**src/rtl/cart_bus_pkg.sv**
```systemverilog
// Shared types and address constants for the cartridge slot bus initiator.
package cart_bus_pkg;

  typedef enum logic [2:0] {
    R_CE0,
    R_ASEL,
    R_EXT,
    R_TIME,
    R_UNMAP
  } region_t;

  typedef enum logic [1:0] {
    S_IDLE,
    S_SETUP,
    S_STROBE,
    S_HOLD
  } state_t;

  localparam logic [15:0] TIME_BASE = 16'hA130;
  localparam logic [1:0]  EXT_BASE  = 2'b10;

endpackage

```
**src/rtl/cart_bus_initiator_if.sv**
```systemverilog
// System request side and cart slot side of the initiator, bundled as one interface.
interface cart_bus_initiator_if;
  logic        req;
  logic        we;
  logic [1:0]  be;
  logic [23:1] addr;
  logic [15:0] wdata;
  logic [15:0] rdata;
  logic        ack;
  logic        err;
  logic [23:1] va;
  logic [15:0] vdo;
  logic [15:0] vdi;
  logic        as_n;
  logic        cas0_n;
  logic        cas2_n;
  logic        lwr_n;
  logic        uwr_n;
  logic        ce0_n;
  logic        asel_n;
  logic        time_n;
  logic        dtack_n;

  modport master (
    input  req, we, be, addr, wdata, vdi, dtack_n,
    output rdata, ack, err, va, vdo,
    output as_n, cas0_n, cas2_n, lwr_n, uwr_n, ce0_n, asel_n, time_n
  );

  modport slave (
    output req, we, be, addr, wdata, vdi, dtack_n,
    input  rdata, ack, err, va, vdo,
    input  as_n, cas0_n, cas2_n, lwr_n, uwr_n, ce0_n, asel_n, time_n
  );
endinterface

```
**src/rtl/cart_region_decode.sv**
```systemverilog
// Address region decode: select lines (active low) and the strobe wait limit per region.
module cart_region_decode
  import cart_bus_pkg::*;
#(
  parameter int ROM_WAIT      = 3,
  parameter int TIME_WAIT     = 2,
  parameter int DTACK_TIMEOUT = 64,
  parameter int CNT_W         = 7
) (
  input  logic [23:8]      va_hi,
  output region_t          region,
  output logic             ce0_n,
  output logic             asel_n,
  output logic             time_n,
  output logic [CNT_W-1:0] limit
);

  always_comb begin
    region = R_UNMAP;
    ce0_n  = 1'b1;
    asel_n = 1'b1;
    time_n = 1'b1;
    limit  = CNT_W'(DTACK_TIMEOUT);
    // TIME sits inside the EXT range, so it is tested first
    if (va_hi == TIME_BASE) begin
      region = R_TIME;
      time_n = 1'b0;
      limit  = CNT_W'(TIME_WAIT);
    end else if (va_hi[23:22] == 2'b00) begin
      region = R_CE0;
      ce0_n  = 1'b0;
      asel_n = 1'b0;
      limit  = CNT_W'(ROM_WAIT);
    end else if (va_hi[23:22] == 2'b01) begin
      region = R_ASEL;
      asel_n = 1'b0;
      limit  = CNT_W'(ROM_WAIT);
    end else if (va_hi[23:22] == EXT_BASE) begin
      region = R_EXT;
      limit  = CNT_W'(DTACK_TIMEOUT);
    end
  end

endmodule

```
**src/rtl/cart_bus_initiator.sv**
```systemverilog
// Cartridge slot bus master: turns REQ/ACK word/byte requests into timed cart strobe cycles.
module cart_bus_initiator
  import cart_bus_pkg::*;
#(
  parameter int ROM_WAIT      = 3,
  parameter int TIME_WAIT     = 2,
  parameter int DTACK_TIMEOUT = 64
) (
  input logic                  clk,
  input logic                  rst,
  cart_bus_initiator_if.master bus
);

  localparam int CNT_W = $clog2(DTACK_TIMEOUT + 1);

  state_t            state;
  state_t            state_next;
  logic [CNT_W-1:0]  cnt;
  logic [CNT_W-1:0]  cnt_inc;
  logic [CNT_W-1:0]  limit;
  logic [23:1]       va;
  logic [15:0]       vdo;
  logic [15:0]       rdata;
  logic              we_q;
  logic [1:0]        be_q;
  logic              err_q;
  region_t           region;
  logic              dec_ce0_n;
  logic              dec_asel_n;
  logic              dec_time_n;
  logic              strobe_done;
  logic              timeout;
  logic              as_n;
  logic              cas0_n;
  logic              cas2_n;
  logic              lwr_n;
  logic              uwr_n;
  logic              ce0_n;
  logic              asel_n;
  logic              time_n;

  cart_region_decode #(
    .ROM_WAIT      (ROM_WAIT),
    .TIME_WAIT     (TIME_WAIT),
    .DTACK_TIMEOUT (DTACK_TIMEOUT),
    .CNT_W         (CNT_W)
  ) u_decode (
    .va_hi  (va[23:8]),
    .region (region),
    .ce0_n  (dec_ce0_n),
    .asel_n (dec_asel_n),
    .time_n (dec_time_n),
    .limit  (limit)
  );

  assign cnt_inc     = cnt + 1'b1;
  // DTACK_N low on the final count cycle still completes without error
  assign strobe_done = !bus.dtack_n || (cnt_inc >= limit);
  assign timeout     = bus.dtack_n && (region == R_EXT) && (cnt_inc >= limit);

  always_ff @(posedge clk or posedge rst) begin
    if (rst) begin
      state <= S_IDLE;
    end else begin
      state <= state_next;
    end
  end

  always_comb begin
    state_next = state;
    case (state)
      S_IDLE:   if (bus.req) state_next = S_SETUP;
      S_SETUP:  state_next = (region == R_UNMAP) ? S_HOLD : S_STROBE;
      S_STROBE: if (strobe_done) state_next = S_HOLD;
      S_HOLD:   state_next = S_IDLE;
      default:  state_next = S_IDLE;
    endcase
  end

  always_ff @(posedge clk or posedge rst) begin
    if (rst) begin
      cnt   <= '0;
      va    <= '0;
      vdo   <= '0;
      rdata <= '0;
      we_q  <= 1'b0;
      be_q  <= 2'b00;
      err_q <= 1'b0;
    end else begin
      case (state)
        S_IDLE: begin
          if (bus.req) begin
            va    <= bus.addr;
            vdo   <= bus.wdata;
            we_q  <= bus.we;
            be_q  <= bus.be;
            err_q <= 1'b0;
            cnt   <= '0;
          end
        end
        S_SETUP: begin
          cnt <= '0;
          if (region == R_UNMAP) begin
            rdata <= '0;
            err_q <= 1'b1;
          end
        end
        S_STROBE: begin
          cnt <= cnt_inc;
          if (strobe_done) begin
            rdata <= we_q ? 16'h0000 : bus.vdi;
            err_q <= timeout;
          end
        end
        default: ;
      endcase
    end
  end

  // Strobes decode straight from state so reset releases them without a clock
  always_comb begin
    as_n   = 1'b1;
    cas0_n = 1'b1;
    cas2_n = 1'b1;
    lwr_n  = 1'b1;
    uwr_n  = 1'b1;
    ce0_n  = 1'b1;
    asel_n = 1'b1;
    time_n = 1'b1;
    if (state == S_SETUP || state == S_STROBE) begin
      ce0_n  = dec_ce0_n;
      asel_n = dec_asel_n;
      time_n = dec_time_n;
    end
    if (state == S_STROBE) begin
      as_n = 1'b0;
      if (we_q) begin
        uwr_n = ~be_q[1];
        lwr_n = ~be_q[0];
      end else begin
        cas0_n = 1'b0;
        cas2_n = (region != R_ASEL);
      end
    end
  end

  assign bus.as_n   = as_n;
  assign bus.cas0_n = cas0_n;
  assign bus.cas2_n = cas2_n;
  assign bus.lwr_n  = lwr_n;
  assign bus.uwr_n  = uwr_n;
  assign bus.ce0_n  = ce0_n;
  assign bus.asel_n = asel_n;
  assign bus.time_n = time_n;
  assign bus.va     = va;
  assign bus.vdo    = vdo;
  assign bus.rdata  = rdata;
  assign bus.ack    = (state == S_HOLD);
  assign bus.err    = (state == S_HOLD) && err_q;

endmodule

```
**src/flat_wrapper.sv**
```systemverilog
// flat-port wrapper written by rule: the top's interface ports become plain ports
module cart_bus_initiator_flat import cart_bus_pkg::*;
#(
  parameter int ROM_WAIT      = 3,
  parameter int TIME_WAIT     = 2,
  parameter int DTACK_TIMEOUT = 64
)
  (clk, rst, bus_req, bus_we, bus_be, bus_addr, bus_wdata, bus_vdi, bus_dtack_n, bus_rdata, bus_ack, bus_err, bus_va, bus_vdo, bus_as_n, bus_cas0_n, bus_cas2_n, bus_lwr_n, bus_uwr_n, bus_ce0_n, bus_asel_n, bus_time_n);
  cart_bus_initiator_if bus_i ();
  input logic clk;
  input logic rst;
  input wire logic [$bits(bus_i.req)-1:0] bus_req;
  input wire logic [$bits(bus_i.we)-1:0] bus_we;
  input wire logic [$bits(bus_i.be)-1:0] bus_be;
  input wire logic [$bits(bus_i.addr)-1:0] bus_addr;
  input wire logic [$bits(bus_i.wdata)-1:0] bus_wdata;
  input wire logic [$bits(bus_i.vdi)-1:0] bus_vdi;
  input wire logic [$bits(bus_i.dtack_n)-1:0] bus_dtack_n;
  output wire logic [$bits(bus_i.rdata)-1:0] bus_rdata;
  output wire logic [$bits(bus_i.ack)-1:0] bus_ack;
  output wire logic [$bits(bus_i.err)-1:0] bus_err;
  output wire logic [$bits(bus_i.va)-1:0] bus_va;
  output wire logic [$bits(bus_i.vdo)-1:0] bus_vdo;
  output wire logic [$bits(bus_i.as_n)-1:0] bus_as_n;
  output wire logic [$bits(bus_i.cas0_n)-1:0] bus_cas0_n;
  output wire logic [$bits(bus_i.cas2_n)-1:0] bus_cas2_n;
  output wire logic [$bits(bus_i.lwr_n)-1:0] bus_lwr_n;
  output wire logic [$bits(bus_i.uwr_n)-1:0] bus_uwr_n;
  output wire logic [$bits(bus_i.ce0_n)-1:0] bus_ce0_n;
  output wire logic [$bits(bus_i.asel_n)-1:0] bus_asel_n;
  output wire logic [$bits(bus_i.time_n)-1:0] bus_time_n;
  assign bus_i.req = bus_req;
  assign bus_i.we = bus_we;
  assign bus_i.be = bus_be;
  assign bus_i.addr = bus_addr;
  assign bus_i.wdata = bus_wdata;
  assign bus_i.vdi = bus_vdi;
  assign bus_i.dtack_n = bus_dtack_n;
  assign bus_rdata = bus_i.rdata;
  assign bus_ack = bus_i.ack;
  assign bus_err = bus_i.err;
  assign bus_va = bus_i.va;
  assign bus_vdo = bus_i.vdo;
  assign bus_as_n = bus_i.as_n;
  assign bus_cas0_n = bus_i.cas0_n;
  assign bus_cas2_n = bus_i.cas2_n;
  assign bus_lwr_n = bus_i.lwr_n;
  assign bus_uwr_n = bus_i.uwr_n;
  assign bus_ce0_n = bus_i.ce0_n;
  assign bus_asel_n = bus_i.asel_n;
  assign bus_time_n = bus_i.time_n;
  cart_bus_initiator #(.ROM_WAIT(ROM_WAIT), .TIME_WAIT(TIME_WAIT), .DTACK_TIMEOUT(DTACK_TIMEOUT)) u_core (.clk(clk), .rst(rst), .bus(bus_i));
endmodule
```
**config.mk**
```make
export PLATFORM = sky130hd
export DESIGN_NAME = cart_bus_initiator_flat
export DESIGN_NICKNAME = d
export VERILOG_FILES = /design/src/rtl/cart_bus_pkg.sv /design/src/rtl/cart_bus_initiator_if.sv /design/src/rtl/cart_region_decode.sv /design/src/rtl/cart_bus_initiator.sv /design/src/flat_wrapper.sv
export SDC_FILE = /design/constraint.sdc
export NUM_CORES = 1
export LEC_CHECK = 0
export BUFFER_PORTS_ARGS = -buffer_cell sky130_fd_sc_hd__buf_2
export CORE_ASPECT_RATIO = 0.6
export CORE_MARGIN = 2
export CORE_UTILIZATION = 48
export CTS_CLUSTER_SIZE = 25
export DETAILED_ROUTE_END_ITERATION = 6
export MAX_ROUTING_LAYER = met4
export PLACE_DENSITY = 0.77
export SLEW_MARGIN = 20
export SYNTH_ARGS = -nofsm -noshare
export SYNTH_HDL_FRONTEND = slang
export SYNTH_SLANG_ARGS = --single-unit
```
**constraint.sdc**
```tcl
create_clock -name clk -period 3 [get_ports clk]
set_input_delay 0.45 -clock clk [delete_from_list [all_inputs] [get_ports clk]]
set_output_delay 0.45 -clock clk [all_outputs]
set_load 0.01 [all_outputs]
```
### Yosys cells after proc, flatten, opt, wreduce, memory -nomap -nowiden

Index checks and enable logic that the tools add are counted.

| storage, ports and cells | value |
|---|---|
| flip-flop bits (word level) | 68 |
| bits of input ports | 62 |
| word-level logic and storage cells | 78 |

| cells by class | value |
|---|---|
| multiplexer cells | 39 |
| $lt $le $gt $ge | 1 |
| add/sub/neg operators | 1 |
| eq/ne operators | 12 |
| bitwise gates (word level) | 2 |
| reduce and logical (&&, ||, !) cells | 15 |

Operator list:

| operator | number |
|---|---|
| $mux W16 | 3 |
| $pmux W16 S2 | 1 |
| $mux W7 | 4 |
| $mux W1 | 22 |
| $pmux W7 S3 | 1 |
| $eq A16 B16 Y1 const B | 1 |
| $mux W3 | 4 |
| $pmux W2 S4 | 1 |
| $add A7 B1 Y7 const B | 1 |
| $ge A7 B7 Y1 | 1 |
| $eq A2 B2 Y1 const B | 3 |
| $reduce_and A2 Y1 | 3 |
| $eq A2 B1 Y1 const B | 2 |
| $logic_not A2 Y1 | 2 |
| $mux W2 | 2 |
| $ne A2 B1 Y1 const B | 2 |
| $reduce_and A4 Y1 | 1 |
| $eq A3 B2 Y1 const B | 1 |
| $eq A3 B3 Y1 const B | 1 |
| $logic_and A1 B1 Y1 | 3 |
| $ne A3 B1 Y1 const B | 1 |
| $pmux W1 S3 | 1 |
| $reduce_and A3 Y1 | 1 |
| $reduce_bool A3 Y1 | 1 |
| 5 further kinds | 7 |

### Logic depth before layout (Yosys ltp)

Gate-level depths: netlist of the first run.

| depth | value |
|---|---|
| depth after elaboration | 10 |
| mapped depth | 12 |

### By module

From an unflattened synthesis of the first run, not the netlist that was laid out.

| second synthesis, totals | value |
|---|---|
| cell total of the unflattened synthesis | 289 |
| area, all modules | 3310.7 sq um |

By module, submodules not included:

| module | cells each | area each (sq um) | sequential area each (sq um) | times used |
|---|---|---|---|---|
| cart_bus_initiator | 266 | 3133.0 | 1701.6 | 1 |
| cart_region_decode | 23 | 177.7 | 0.0 | 1 |

### Worst setup path after synthesis of the first run

No wires, ideal clock.

| path | value |
|---|---|
| path kind | reg2reg |
| start point | register u_core.va, in the netlist u_core.bus.va[18] |
| end point | register u_core.rdata[7], in the netlist u_core.bus.rdata[7] |
| stages on the path, launching flop included | 12 |
| arrival | 2237 ps |
| path slack | 683 ps |
| period minus slack after synthesis | 2317 ps |
| setup time | 79 ps |
| buffers on the path | 1 |
| path through | dfrtp_1 nor4b_1 nand4_1 nand2_1 inv_1 ha_1 o21ai_0 nand4_1 nor3_2 a211oi_4 buf_8 mux2i_1 |

| between the ends | value |
|---|---|
| word-level cells in the longest chain between the ends | 6 |
| elaborated cells on any way between the ends | 9 |
| classes of those cells | order compare (1); eq/ne (4); mux (2); reduce/logical (2) |

RTL lines:

| item | RTL line | RTL |
|---|---|---|
| start, declared | cart_bus_initiator.sv:21 | `logic [23:1] va;` |
| start signal, assigned | cart_bus_initiator.sv:93 | `va <= bus.addr;` |
| $eq A16 B16 Y1 * | cart_region_decode.sv:25 | `if (va_hi == TIME_BASE) begin` |
| $mux W7 | cart_region_decode.sv:25 |  |
| $ge A7 B7 Y1 | cart_bus_initiator.sv:58 | `assign strobe_done = !bus.dtack_n \|\| (cnt_inc >= limit);` |
| $logic_or A1 B1 Y1 | cart_bus_initiator.sv:58 |  |
| $ne A2 B1 Y1 (no line) | - |  |
| $reduce_and A3 Y1 (no line) * | - |  |
| end signal, assigned | cart_bus_initiator.sv:111 | `rdata <= we_q ? 16'h0000 : bus.vdi;` |
| end, declared | cart_bus_initiator.sv:23 | `logic [15:0] rdata;` |

Mark *: on every way between the ends. The rest lies on a longest branch, timed or not.
A chain may end at the register's enable or synchronous reset.

### Final worst setup path of the first run

| path | value |
|---|---|
| start point | register u_core.va, in the netlist u_core.bus.va[23] |
| end point | register u_core.rdata[15], in the netlist u_core.bus.rdata[15] |

| between the ends | value |
|---|---|
| word-level cells in the longest chain between the ends | 8 |
| elaborated cells on any way between the ends | 17 |
| classes of those cells | order compare (1); eq/ne (6); mux (7); reduce/logical (3) |

RTL lines:

| item | RTL line |
|---|---|
| $eq A2 B1 Y1 / $eq A2 B2 Y1 (equally long branches) | cart_region_decode.sv:34, cart_region_decode.sv:38 |
| $mux W7 / $mux W3 (equally long branches) | cart_region_decode.sv:34, cart_region_decode.sv:38 |
| $mux W7 / $mux W3 (equally long branches) | cart_region_decode.sv:29, cart_region_decode.sv:34 |
| $mux W7 / $mux W3 (equally long branches) | cart_region_decode.sv:25, cart_region_decode.sv:29 |
| $ge A7 B7 Y1 / $mux W3 (equally long branches) | cart_bus_initiator.sv:58, cart_region_decode.sv:25 |
| $logic_or A1 B1 Y1 / $eq A3 B3 Y1 (equally long branches) | cart_bus_initiator.sv:58, cart_bus_initiator.sv:103 |
| $ne A2 B1 Y1 (no line) | - |
| $reduce_and A3 Y1 (no line) * | - |

Marked as above.

==> flow_metrics.py, run 1 <==
metrics = {
    "outcome": {
        "status": "complete, no violations",
    },
    "timing": {
        "finalMaxSlewViolations": 0,
        "period_share_pct": 83.5,
        "whs_ps": 237,
        "fin_skew_ps": 7.15,
        "tns_ps": 0,
        "fin_crit_ps": 2500,
        "final-hold-violation-count": 0,
        "tightestPinTransition_ps": 738,
        "setup-violations-final": 0,
        "rsz0062_at_grt": "no",
        "max_freq_ghz": 0.399,
        "relSlewSlack_pct": 50.7,
    },
    "layout": {
        "final_cell_mix": "buf_2 (126), dfrtp_1 (68), mux2_2 (44)",
        "multi_input_area_um2": 1240,
        "layout.nets": 465,
        "n_antenna_cell": 0,
        "layout_commonest_cell": "buf_2",
        "seqCellArea_um2": 1700,
        "nFillCells": 496,
        "finalInstanceArea_um2": 4090,
        "syn2layout_area_growth_pct": 33.0,
        "drive_above_1_share_pct": 50.2,
    },
    "power": {
        "p_int_w": 0.00277,
        "switchingPower_w": 0.00158,
        "leakage_nw": 2.06,
        "comb_power_share_pct": 44.5,
        "p_sw_share_pct": 36.3,
        "p_clk_share_pct": 21.0,
        "powerDensity_nw_per_um2": 1070,
        "p_seq_share_pct": 34.5,
        "total_power_w": 0.00436,
        "vdd_drop_max_v": 0.000538,
    },
    "worst_setup_path": {
        "timing.rr.end": "u_core.bus.rdata[15]",
        "crit_path_max_fanout": 15,
        "start_kind": "register",
        "crit_chain": "inv_1, nor4_1, nand4_1, nand2_1, inv_1, ha_1, nor3_1, nand4_1, nor3_2, a211oi_4, buf_12, mux2i_1",
        "crit_slowest_cell": "dfrtp_1",
        "cp_data_required_time_ps": 3220,
        "reg2reg_depth": 12,
        "r2r_slack_ps": 500,
        "max_stage_delay_ps": 440,
        "r2r_start": "u_core.bus.va[23]",
        "path_class": "register to register",
        "crit_arrival_ps": 2720,
        "crit_path_end_kind": "register",
    },
    "cts": {
        "clock-sinks": 68,
        "tritoncts": "yes",
        "path_clk_slew_ps": 80,
        "insertion_delay_ps": 340,
        "cts_buffers": 9,
        "clockBufferDepth": 2,
        "cts_root_buffer": "clkbuf_8",
        "ctsResizeCount": 0,
        "htree_levels": 3,
    },
    "routing": {
        "wire_per_inst_um": 14.2,
        "drtAntennaViolNets": 0,
        "vias_per_cell": 4.84,
        "drt_first_pass_iters": 4,
        "drt_iter0_drc": 78,
        "num_vias": 2343,
        "route.detailed.drc": 0,
        "finalWirelength_um": 6860,
    },
    "floorplan": {
        "die_area_um2": 7080,
        "core_region_area_um2": 6140,
        "start_util_pct": 50.1,
        "rows": 22,
        "ios": 127,
        "chipWidth_um": 107,
        "dieHeight_um": 66.0,
    },
    "job": {
        "maxCapViolations": 0,
    },
    "global_route": {
        "grt_util_all_layers_pct": 21.5,
        "grt_max_degree": 36,
        "grt_pass1_vias": 2293,
        "grt_pass1_wl_um": 11100,
        "grt_overflow": 0,
        "antenna_found_initial": 0,
    },
    "synth": {
        "ys_seq_elements": 68,
        "synth_nets": 330,
        "synth_top_cell_by_area": "dfrtp_1",
        "avgSynthCellArea_um2": 11.8,
        "synth_area_leaders": "dfrtp_1 (55%), mux2_2 (16%), mux2i_1 (5.2%), nand2_1 (4.9%), ha_1 (3.3%)",
        "synth_warnings": 0,
        "synth_top_area_share_pct": 55.4,
        "syn_area_um2": 3070,
        "synthCells": 260,
        "ys_types": 30,
        "ys_seq_area_share_pct": 55.4,
    },
    "placement": {
        "place_area_um2": 3820,
        "hpwl_um": 5220,
        "place_congestion": 0.837,
        "portBuffers": 126,
    },
    "worst_hold_path": {
        "holdCritPathClass": "input pin to asynchronous set/reset pin",
    },
}
## metal layers
metal / vias to the layer above / global-route usage, % / share of wire (%)
met2: 85 / 30.1 / 43
li1: 1139 / - / -
met5: - / - / 0
met3: 6 / 9.06 / 8.0
met4: 0 / 5.36 / 0.96
met1: 1113 / 29.0 / 48
## power groups by stage
stage               clock [W]  sequential, W  combinational, W
global route         0.000990        0.00156           0.00212
CTS                  0.000935        0.00150           0.00190
global placement            0        0.00149           0.00186
finish               0.000916        0.00150           0.00194
detailed placement          0        0.00151           0.00189
floorplan                   0        0.00164           0.00113
## cell type report
type	instances	area share, %
multi-input cells	159	30.3
repair buffers	132	17.1
well taps	84	2.57
clock buffers	9	3.03
flip-flops and latches	68	41.6
clock inverters	7	3.03
inverters	25	2.30
## how the worst max path moves through the flow
stage / slack, ps / end / start
2_1_floorplan: 680 / u_core.bus.rdata[7] / u_core.bus.va[18]
3_3_place_gp: 180 / u_core.bus.rdata[14] / u_core.bus.va[23]
3_5_place_dp: 130 / u_core.bus.rdata[2] / u_core.bus.va[23]
4_1_cts: 120 / u_core.bus.rdata[15] / u_core.bus.va[23]
5_1_grt: 220 / u_core.bus.rdata[2] / u_core.bus.va[23]
6_report: 500 / u_core.bus.rdata[15] / u_core.bus.va[23]
## registers in the layout, indices dropped and copies added (netlist names)
| name | cells |
|---|---|
| u_core.be_q | 2 |
| u_core.bus.va | 23 |
| u_core.bus.rdata | 16 |
| u_core.err_q | 1 |
| u_core.cnt | 7 |
| u_core.bus.vdo | 16 |
| u_core.state | 2 |
| u_core.we_q | 1 |
## cell usage after synthesis
library cell	n
ha_1	8
nand3_1	7
mux2_2	44
and2_1	1
and2_0	1
nor3_1	2
mux2i_1	16
clkbuf_1	2
nand3_2	1
nor4b_1	2
a2bb2oi_1	1
inv_1	25
nor3_2	1
a211oi_4	1
nor2_1	8
nand4_1	3
nor4_1	1
nor2_2	1
buf_1	4
buf_2	1
nor2b_1	1
or2_2	2
a211oi_1	3
o31ai_1	1
dfrtp_1	68
xor2_2	1
buf_8	1
nand2_1	40
o21ai_0	9
xor2_1	4
## critical path: cells and delay by family, from the launching register on
family          cells  cell delay, ps
buf+inv             3             370
flops               1             440
mux                 1             120
compound gates      1             100
simple gates        6            1160
fa+ha+maj           1             170
## kinds of logic (layout without fill, tap and decap cells)
logic type / count (synthesis) / in the layout / synth area share, %
XOR/XNOR: 5 / 5 / 1.67
buffers and inverters: 33 / 173 / 4.44
AND/OR/NAND/NOR: 71 / 71 / 10.6
multiplexers: 60 / 60 / 21.3
adder cells (fa/ha/maj): 8 / 8 / 3.26
flip-flops: 68 / 68 / 55.4
AO/OA/AOI/OAI: 15 / 15 / 3.38
## stage by stage
step | util [%] | worst slack, ps | std cells
4_1_cts | 66.3 | 124 | 483
6_report | 66.6 | 496 | 484
3_3_place_gp | 62.2 | 177 | 467
2_1_floorplan | - | 683 | 260
5_1_grt | 66.6 | 224 | 484
3_5_place_dp | 62.2 | 130 | 467
## repair_timing
item	in CTS	in global routing
hold buffers	0	0
buffers inserted	0	1
setup endpoints to repair	0	16
Note: power is estimated with default switching activity, not from simulation.
==> run 2, diff against run 1 <==
--- a/config.mk
+++ b/config.mk
@@ -5,14 +5,15 @@
 export SDC_FILE = /design/constraint.sdc
 export NUM_CORES = 1
 export LEC_CHECK = 0
+export ABC_AREA = 1
 export BUFFER_PORTS_ARGS = -buffer_cell sky130_fd_sc_hd__buf_2
 export CORE_ASPECT_RATIO = 0.6
 export CORE_MARGIN = 2
-export CORE_UTILIZATION = 48
+export CORE_UTILIZATION = 44
 export CTS_CLUSTER_SIZE = 25
 export DETAILED_ROUTE_END_ITERATION = 6
 export MAX_ROUTING_LAYER = met4
-export PLACE_DENSITY = 0.77
+export PLACE_DENSITY = 0.74
 export SLEW_MARGIN = 20
 export SYNTH_ARGS = -nofsm -noshare
 export SYNTH_HDL_FRONTEND = slang
==> constraint.sdc (replaced) <==
create_clock -name clk -period 2.3 [get_ports clk]
set_input_delay 0.345 -clock clk [delete_from_list [all_inputs] [get_ports clk]]
set_output_delay 0.345 -clock clk [all_outputs]
set_load 0.01 [all_outputs]
==> run 2 against run 1 <==
The run now ends with DRC left. Die area grew 11%. Design area is 7.5% higher. Wire length rose by 10%. Sequential power up 37%. Largest power group unchanged. Cell count rose by 9.9%. Critical endpoint is now u_core.err_q. Highest routed layer unchanged. Non-clock buffer count is 16 higher. Count of clock-buffer cells in the layout rose by 1.
==> flow_metrics.py, run 2 <==
metrics = {
    "outcome": {
        "violations": "DRC",
        "status": "complete, but fails checks",
    },
    "floorplan": {
        "ios": 127,
        "die_area_um2": 7830,
        "dieHeight_um": 69.4,
        "chipWidth_um": 113,
        "rows": 23,
        "start_util_pct": 46.1,
        "core_region_area_um2": 6790,
    },
    "synth": {
        "synth_top_cell_by_area": "dfrtp_1",
        "synth_common_cells": "dfrtp_1 (68), nand2_1 (51), mux2_2 (36)",
        "synth_top_area_share_pct": 54.3,
        "synth-edff-count": 0,
        "avgSynthCellArea_um2": 10.8,
        "ys_seq_elements": 68,
        "synthCells": 290,
        "synth-compound-area-share_pct": 7.39,
        "synth_warnings": 0,
        "syn_area_um2": 3130,
        "synthAdderAreaFrac_pct": 3.19,
        "async_reset_ff_share_pct": 100,
        "synthSimpleGateAreaFrac_pct": 15.8,
        "yosys_most_used_dff": "dfrtp_1",
        "synth_nets": 360,
        "ys_types": 25,
        "synth_xor_area_share_pct": 0.559,
        "synthMuxAreaShare_pct": 12.9,
        "ys_seq_area_share_pct": 54.3,
        "synth_top_family_by_area": "simple AND/OR/NAND/NOR gates",
        "yosys.cell_count.top_type": "dfrtp_1",
        "synth_area_leaders": "dfrtp_1 (54%), mux2_2 (13%), nand2_1 (6.1%), o21ai_2 (4.5%), inv_1 (3.4%)",
    },
    "placement": {
        "place_area_um2": 3930,
        "place_congestion": 0.895,
        "hpwl_um": 5460,
        "pre_cts_slack_ps": 6.47,
        "portBuffers": 126,
    },
    "layout": {
        "n_antenna_cell": 0,
        "largestRegisters": "u_core.bus.va x23, u_core.bus.rdata x16, u_core.bus.vdo x16",
        "regMostFlops": "u_core.bus.va",
        "syn2layout_area_growth_pct": 40.2,
        "finalInstanceArea_um2": 4390,
        "final_cell_mix": "buf_2 (126), dfrtp_1 (68), nand2_1 (49)",
        "drive_above_1_share_pct": 56.0,
        "largest_reg_flops": 23,
        "layout_commonest_cell": "buf_2",
        "finish.utilization_pct": 64.7,
        "layout.nets": 510,
    },
    "cts": {
        "clock-sinks": 68,
        "cts_root_buffer": "clkbuf_16",
        "tritoncts": "yes",
        "ctsHoldBuffers": 0,
        "clockBufferDepth": 2,
        "insertion_delay_ps": 330,
        "path_clk_slew_ps": 60,
        "cts_buffers": 9,
        "htree_levels": 3,
    },
    "timing": {
        "finalMaxSlewViolations": 0,
        "rsz0062_at_grt": "yes",
        "period_share_pct": 95.1,
        "final-hold-violation-count": 0,
        "fin_crit_ps": 2190,
        "fin_skew_ps": 13.0,
        "setup_ws_ps": 113,
        "max_freq_ghz": 0.457,
        "relSlewSlack_pct": 75.8,
        "setup-violations-final": 0,
        "whs_ps": 87.4,
        "tightestPinTransition_ps": 364,
    },
    "power": {
        "p_sw_share_pct": 38.1,
        "powerDensity_nw_per_um2": 1510,
        "total_power_w": 0.00662,
        "p_clk_share_pct": 20.7,
        "switchingPower_w": 0.00252,
        "p_seq_share_pct": 31.1,
        "leakage_nw": 2.24,
        "p_int_w": 0.00410,
        "comb_power_share_pct": 48.2,
        "vdd_drop_max_v": 0.000807,
    },
    "worst_setup_path": {
        "cp_data_required_time_ps": 2520,
        "crit_arrival_ps": 2400,
        "crit_path_max_fanout": 7,
        "crit_path_end_kind": "register",
        "path_class": "register to register",
        "r2r_slack_ps": 110,
        "start_kind": "register",
    },
    "routing": {
        "num_vias": 2577,
        "drt_first_pass_iters": 7,
        "finalWirelength_um": 7560,
        "drt_iter0_drc": 117,
        "wire_per_inst_um": 14.2,
        "route.detailed.drc": 9,
        "vias_per_cell": 4.84,
        "drtAntennaViolNets": 0,
    },
    "global_route": {
        "grt_pass1_wl_um": 12400,
        "grt_pass1_vias": 2561,
        "grt_util_all_layers_pct": 20.8,
        "grt_max_degree": 69,
        "antenna_found_initial": 0,
        "grt_overflow": 0,
    },
    "worst_hold_path": {
        "holdCritPathClass": "input pin to asynchronous set/reset pin",
    },
    "job": {
        "maxCapViolations": 0,
    },
}
## run 2: per-layer routing
metal / wire length (um) / track usage, %
met4: 36 / 4.34
met5: 0 / -
met2: 3360 / 30.0
met3: 725 / 9.35
met1: 3430 / 27.3
## run 2: worst max-delay path, stage by stage, from the launching register on
cell	delay, ps
dfrtp_1	390
nor2_1	110
nand3_1	100
nor2_2	170
nand2b_4	80
inv_4	60
nor2_4	40
ha_4	240
nand2_2	60
nand3_2	70
nor2_2	90
nand3_2	70
nand2_2	90
nand3_4	110
nand2_8	120
buf_6	120
nor2_2	30
nand2_1	70
nand2_1	50
## run 2: final timing paths
path                                     startpoint                   to  depth (start not counted)
worst min-delay path                            rst  u_core.bus.rdata[4]                          3
worst max-delay path              u_core.bus.va[15]         u_core.err_q                         18
max in group asynchronous                       rst    u_core.bus.vdo[8]                          3
worst min register to register  u_core.bus.rdata[4]  u_core.bus.rdata[4]                          2
worst max register to register    u_core.bus.va[15]         u_core.err_q                         18
min in group clk                        bus_addr[0]     u_core.bus.va[1]                          2
## run 2: power by group through the flow
stage                     clock (W)  sequential [W]  combinational [W]
after floorplan                   0         0.00227            0.00167
after global placement            0         0.00204            0.00274
after detailed placement          0         0.00207            0.00281
after CTS                   0.00140         0.00206            0.00310
after global routing        0.00147         0.00212            0.00351
final                       0.00137         0.00206            0.00319
## run 2: repair_timing
| item | 4_1_cts | 5_1_grt |
|---|---|---|
| setup buffers | 4 | 5 |
| resized for setup | 6 | 12 |
| endpoints found under the hold margin | 0 | 0 |
| endpoints found under the setup margin | 10 | 19 |
| pin swaps | 3 | 10 |
| cloned | 1 | 0 |
## run 2: layout make-up
class                      instances  area, um2
multi-input combinational        185       1320
inverter                          28        108
sequential                        68       1700
clock buffer                      10        229
timing repair buffer             148        857
fill                             549       2400
clock inverter                     6       72.6
tap                               87        109
## run 2: stage by stage
stage	setup TNS (ps)	std cells
final	0	532
after detailed placement	0	506
after floorplan	0	290
after global routing	-115	532
after CTS	0	527
after global placement	0	506
## run 2: logic make-up (layout without fill, tap and decap cells)
group                    after synthesis  count (layout)
XOR/XNOR                               2               2
AO/OA/AOI/OAI                         33              33
flip-flops                            68              68
adder cells (fa/ha/maj)                8               8
AND/OR/NAND/NOR                      106             106
multiplexers                          36              36
buffers and inverters                 37             192
==> run 3, diff against run 2 <==
--- a/config.mk
+++ b/config.mk
@@ -7,7 +7,8 @@
 export LEC_CHECK = 0
 export ABC_AREA = 1
 export BUFFER_PORTS_ARGS = -buffer_cell sky130_fd_sc_hd__buf_2
-export CORE_ASPECT_RATIO = 0.6
+export CAP_MARGIN = 30
+export CORE_ASPECT_RATIO = 1.4
 export CORE_MARGIN = 2
 export CORE_UTILIZATION = 44
 export CTS_CLUSTER_SIZE = 25
==> run 3 against run 2 <==
The flow now finishes without violations. Clock power is 22% lower. Critical path depth is 2 lower. Count of clock-buffer cells in the layout stayed put. Sequential cell count stayed put. Register-to-register slack worse by 30 ps. Non-clock buffer count is 8 lower. Largest cell class unchanged. Power is 2.8% lower. Setup slack worse by 26 ps. Sequential power hardly changed. Via count is 1.6% lower. Sequential share of layout area is 0.56 points higher.
==> flow_metrics.py, run 3 (synthesized netlist as in run 2, its figures left out) <==
metrics = {
    "timing": {
        "period_share_pct": 96.3,
        "relSlewSlack_pct": 75.9,
        "setup-violations-final": 0,
        "tightestPinTransition_ps": 360,
        "final-hold-violation-count": 0,
        "fin_crit_ps": 2210,
        "finalMaxSlewViolations": 0,
        "max_freq_ghz": 0.452,
        "rsz0062_at_grt": "yes",
        "fin_skew_ps": 6.28,
        "setup_ws_ps": 86.1,
    },
    "layout": {
        "largest_reg_flops": 23,
        "largestRegisters": "u_core.bus.va x23, u_core.bus.rdata x16, u_core.bus.vdo x16",
        "n_antenna_cell": 0,
        "layout_commonest_cell": "buf_2",
        "drive_above_1_share_pct": 54.7,
        "layout.nets": 502,
        "regMostFlops": "u_core.bus.va",
        "final_cell_count_no_fill": 532,
        "syn2layout_area_growth_pct": 38.2,
        "nFillCells": 591,
        "final_cell_mix": "buf_2 (126), dfrtp_1 (68), nand2_1 (47)",
    },
    "placement": {
        "portBuffers": 126,
        "place_congestion": 0.811,
        "pre_cts_slack_ps": 78.9,
        "dp.cells": 510,
        "hpwl_um": 5100,
    },
    "power": {
        "vdd_drop_max_v": 0.000777,
        "leakage_nw": 2.22,
        "p_clk_share_pct": 16.6,
        "p_seq_share_pct": 32.2,
        "comb_power_share_pct": 51.2,
        "p_int_w": 0.00394,
        "switchingPower_w": 0.00249,
        "powerDensity_nw_per_um2": 1490,
        "p_sw_share_pct": 38.7,
    },
    "routing": {
        "drtAntennaViolNets": 0,
        "wire_per_inst_um": 13.4,
        "drt_first_pass_iters": 4,
        "finalWirelength_um": 7130,
        "route.detailed.drc": 0,
        "drt_iter0_drc": 55,
        "num_vias": 2535,
        "vias_per_cell": 4.77,
    },
    "worst_setup_path": {
        "start_kind": "register",
        "path_delay_family": "simple AND/OR/NAND/NOR gates",
        "worst-path-buf-inv": 2,
        "crit_path_end_kind": "register",
        "crit_slowest_cell": "dfrtp_1",
        "cp_data_required_time_ps": 2540,
        "r2r_start": "u_core.bus.va[12]",
        "crit_path_max_fanout": 7,
        "crit_chain": "nand2_1, nor3_2, nand4_1, nand2b_4, inv_4, nor2_4, ha_4, nand2_2, nand3_2, nor2_2, nand3_2, nand2_2, nand3_4, nand2_8, clkbuf_16, o21ai_2",
        "max_stage_delay_ps": 380,
        "timing.rr.end": "u_core.bus.rdata[6]",
        "worstSetupPathDepth": 16,
        "crit_arrival_ps": 2450,
        "r2r_slack_ps": 90,
        "path_class": "register to register",
        "reg2reg_depth": 16,
        "crit_start": "u_core.bus.va[12]",
    },
    "cts": {
        "htree_levels": 3,
        "clockBufferDepth": 2,
        "insertion_delay_ps": 350,
        "path_clk_slew_ps": 70,
        "ctsHoldBuffers": 0,
        "tritoncts": "yes",
        "clock-sinks": 68,
        "cts_root_buffer": "clkbuf_8",
        "cts_buffers": 9,
    },
    "job": {
        "maxCapViolations": 0,
    },
    "floorplan": {
        "core_region_area_um2": 6940,
        "chipWidth_um": 75.3,
        "dieHeight_um": 104,
        "ios": 127,
        "die_area_um2": 7820,
        "start_util_pct": 45.2,
        "rows": 36,
    },
    "global_route": {
        "grt_overflow": 0,
        "grt_max_degree": 69,
        "grt_pass1_wl_um": 11300,
        "grt_util_all_layers_pct": 19.5,
        "grt_pass1_vias": 2554,
        "antenna_found_initial": 0,
    },
    "outcome": {
        "status": "complete, no violations",
    },
    "worst_hold_path": {
        "holdCritPathClass": "input pin to asynchronous set/reset pin",
    },
}
==> run 3: changes by cell type in the layout (fill, tap and decap cells not counted), sizes merged <==
cell	before	now
clkbuf	10	13
buf	148	137
clkinv	3	2
bufinv	1	2
clkinvlp	1	2
inv	29	28
==> run 3: worst max path at each step <==
stage	end
final	u_core.bus.rdata[6]
after global routing	u_core.bus.rdata[6]
after CTS	u_core.bus.rdata[13]
after detailed placement	u_core.bus.rdata[13]
after global placement	u_core.bus.rdata[14]
after floorplan	u_core.bus.rdata[0]
==> run 3: worst register-to-register path, stage by stage (launching register included) <==
cell,delay [ps]
dfrtp_1,380
nand2_1,80
nor3_2,170
nand4_1,100
nand2b_4,160
inv_4,60
nor2_4,40
ha_4,240
nand2_2,50
nand3_2,70
nor2_2,110
nand3_2,70
nand2_2,100
nand3_4,100
nand2_8,130
clkbuf_16,170
o21ai_2,60
==> run 3: area by class of cell <==
type | count | area (um2) | share of cell area (%)
Clock buffer | 10 | 128 | 2.95
Clock inverter | 6 | 88.8 | 2.05
Inverter | 28 | 108 | 2.48
Multi-Input combinational cell | 185 | 1340 | 31.0
Sequential cell | 68 | 1700 | 39.3
Tap cell | 95 | 119 | 2.74
Timing Repair Buffer | 140 | 842 | 19.4
==> run 3: per-layer routing <==
layer	routed length [um]	global-route usage [%]
met1	2850	23.0
met2	3710	30.2
met3	424	5.35
met4	144	9.02
met5	0	-
==> run 3: repair_timing <==
item	CTS	global route
endpoints found under the setup margin	0	21
gates resized for setup	0	20
buffers inserted	0	2
==> run 3: metrics by stage <==
step	util (%)	total power [W]	hold WS, ps	TNS [ps]	area, um2
detailed placement	56.5	0.00485	464	0	3920
CTS	59.6	0.00595	82.3	0	4140
floorplan	-	0.00394	448	0	3130
global route	62.4	0.00688	88.5	-1410	4330
global placement	56.5	0.00477	454	0	3920
finish	62.4	0.00644	69.8	0	4330
==> run 3: power groups by stage <==
stage | clock network, W | logic (W) | registers [W]
floorplan | 0 | 0.00167 | 0.00227
global placement | 0 | 0.00273 | 0.00204
detailed placement | 0 | 0.00279 | 0.00206
CTS | 0.00110 | 0.00280 | 0.00205
global route | 0.00115 | 0.00359 | 0.00214
finish | 0.00107 | 0.00330 | 0.00207
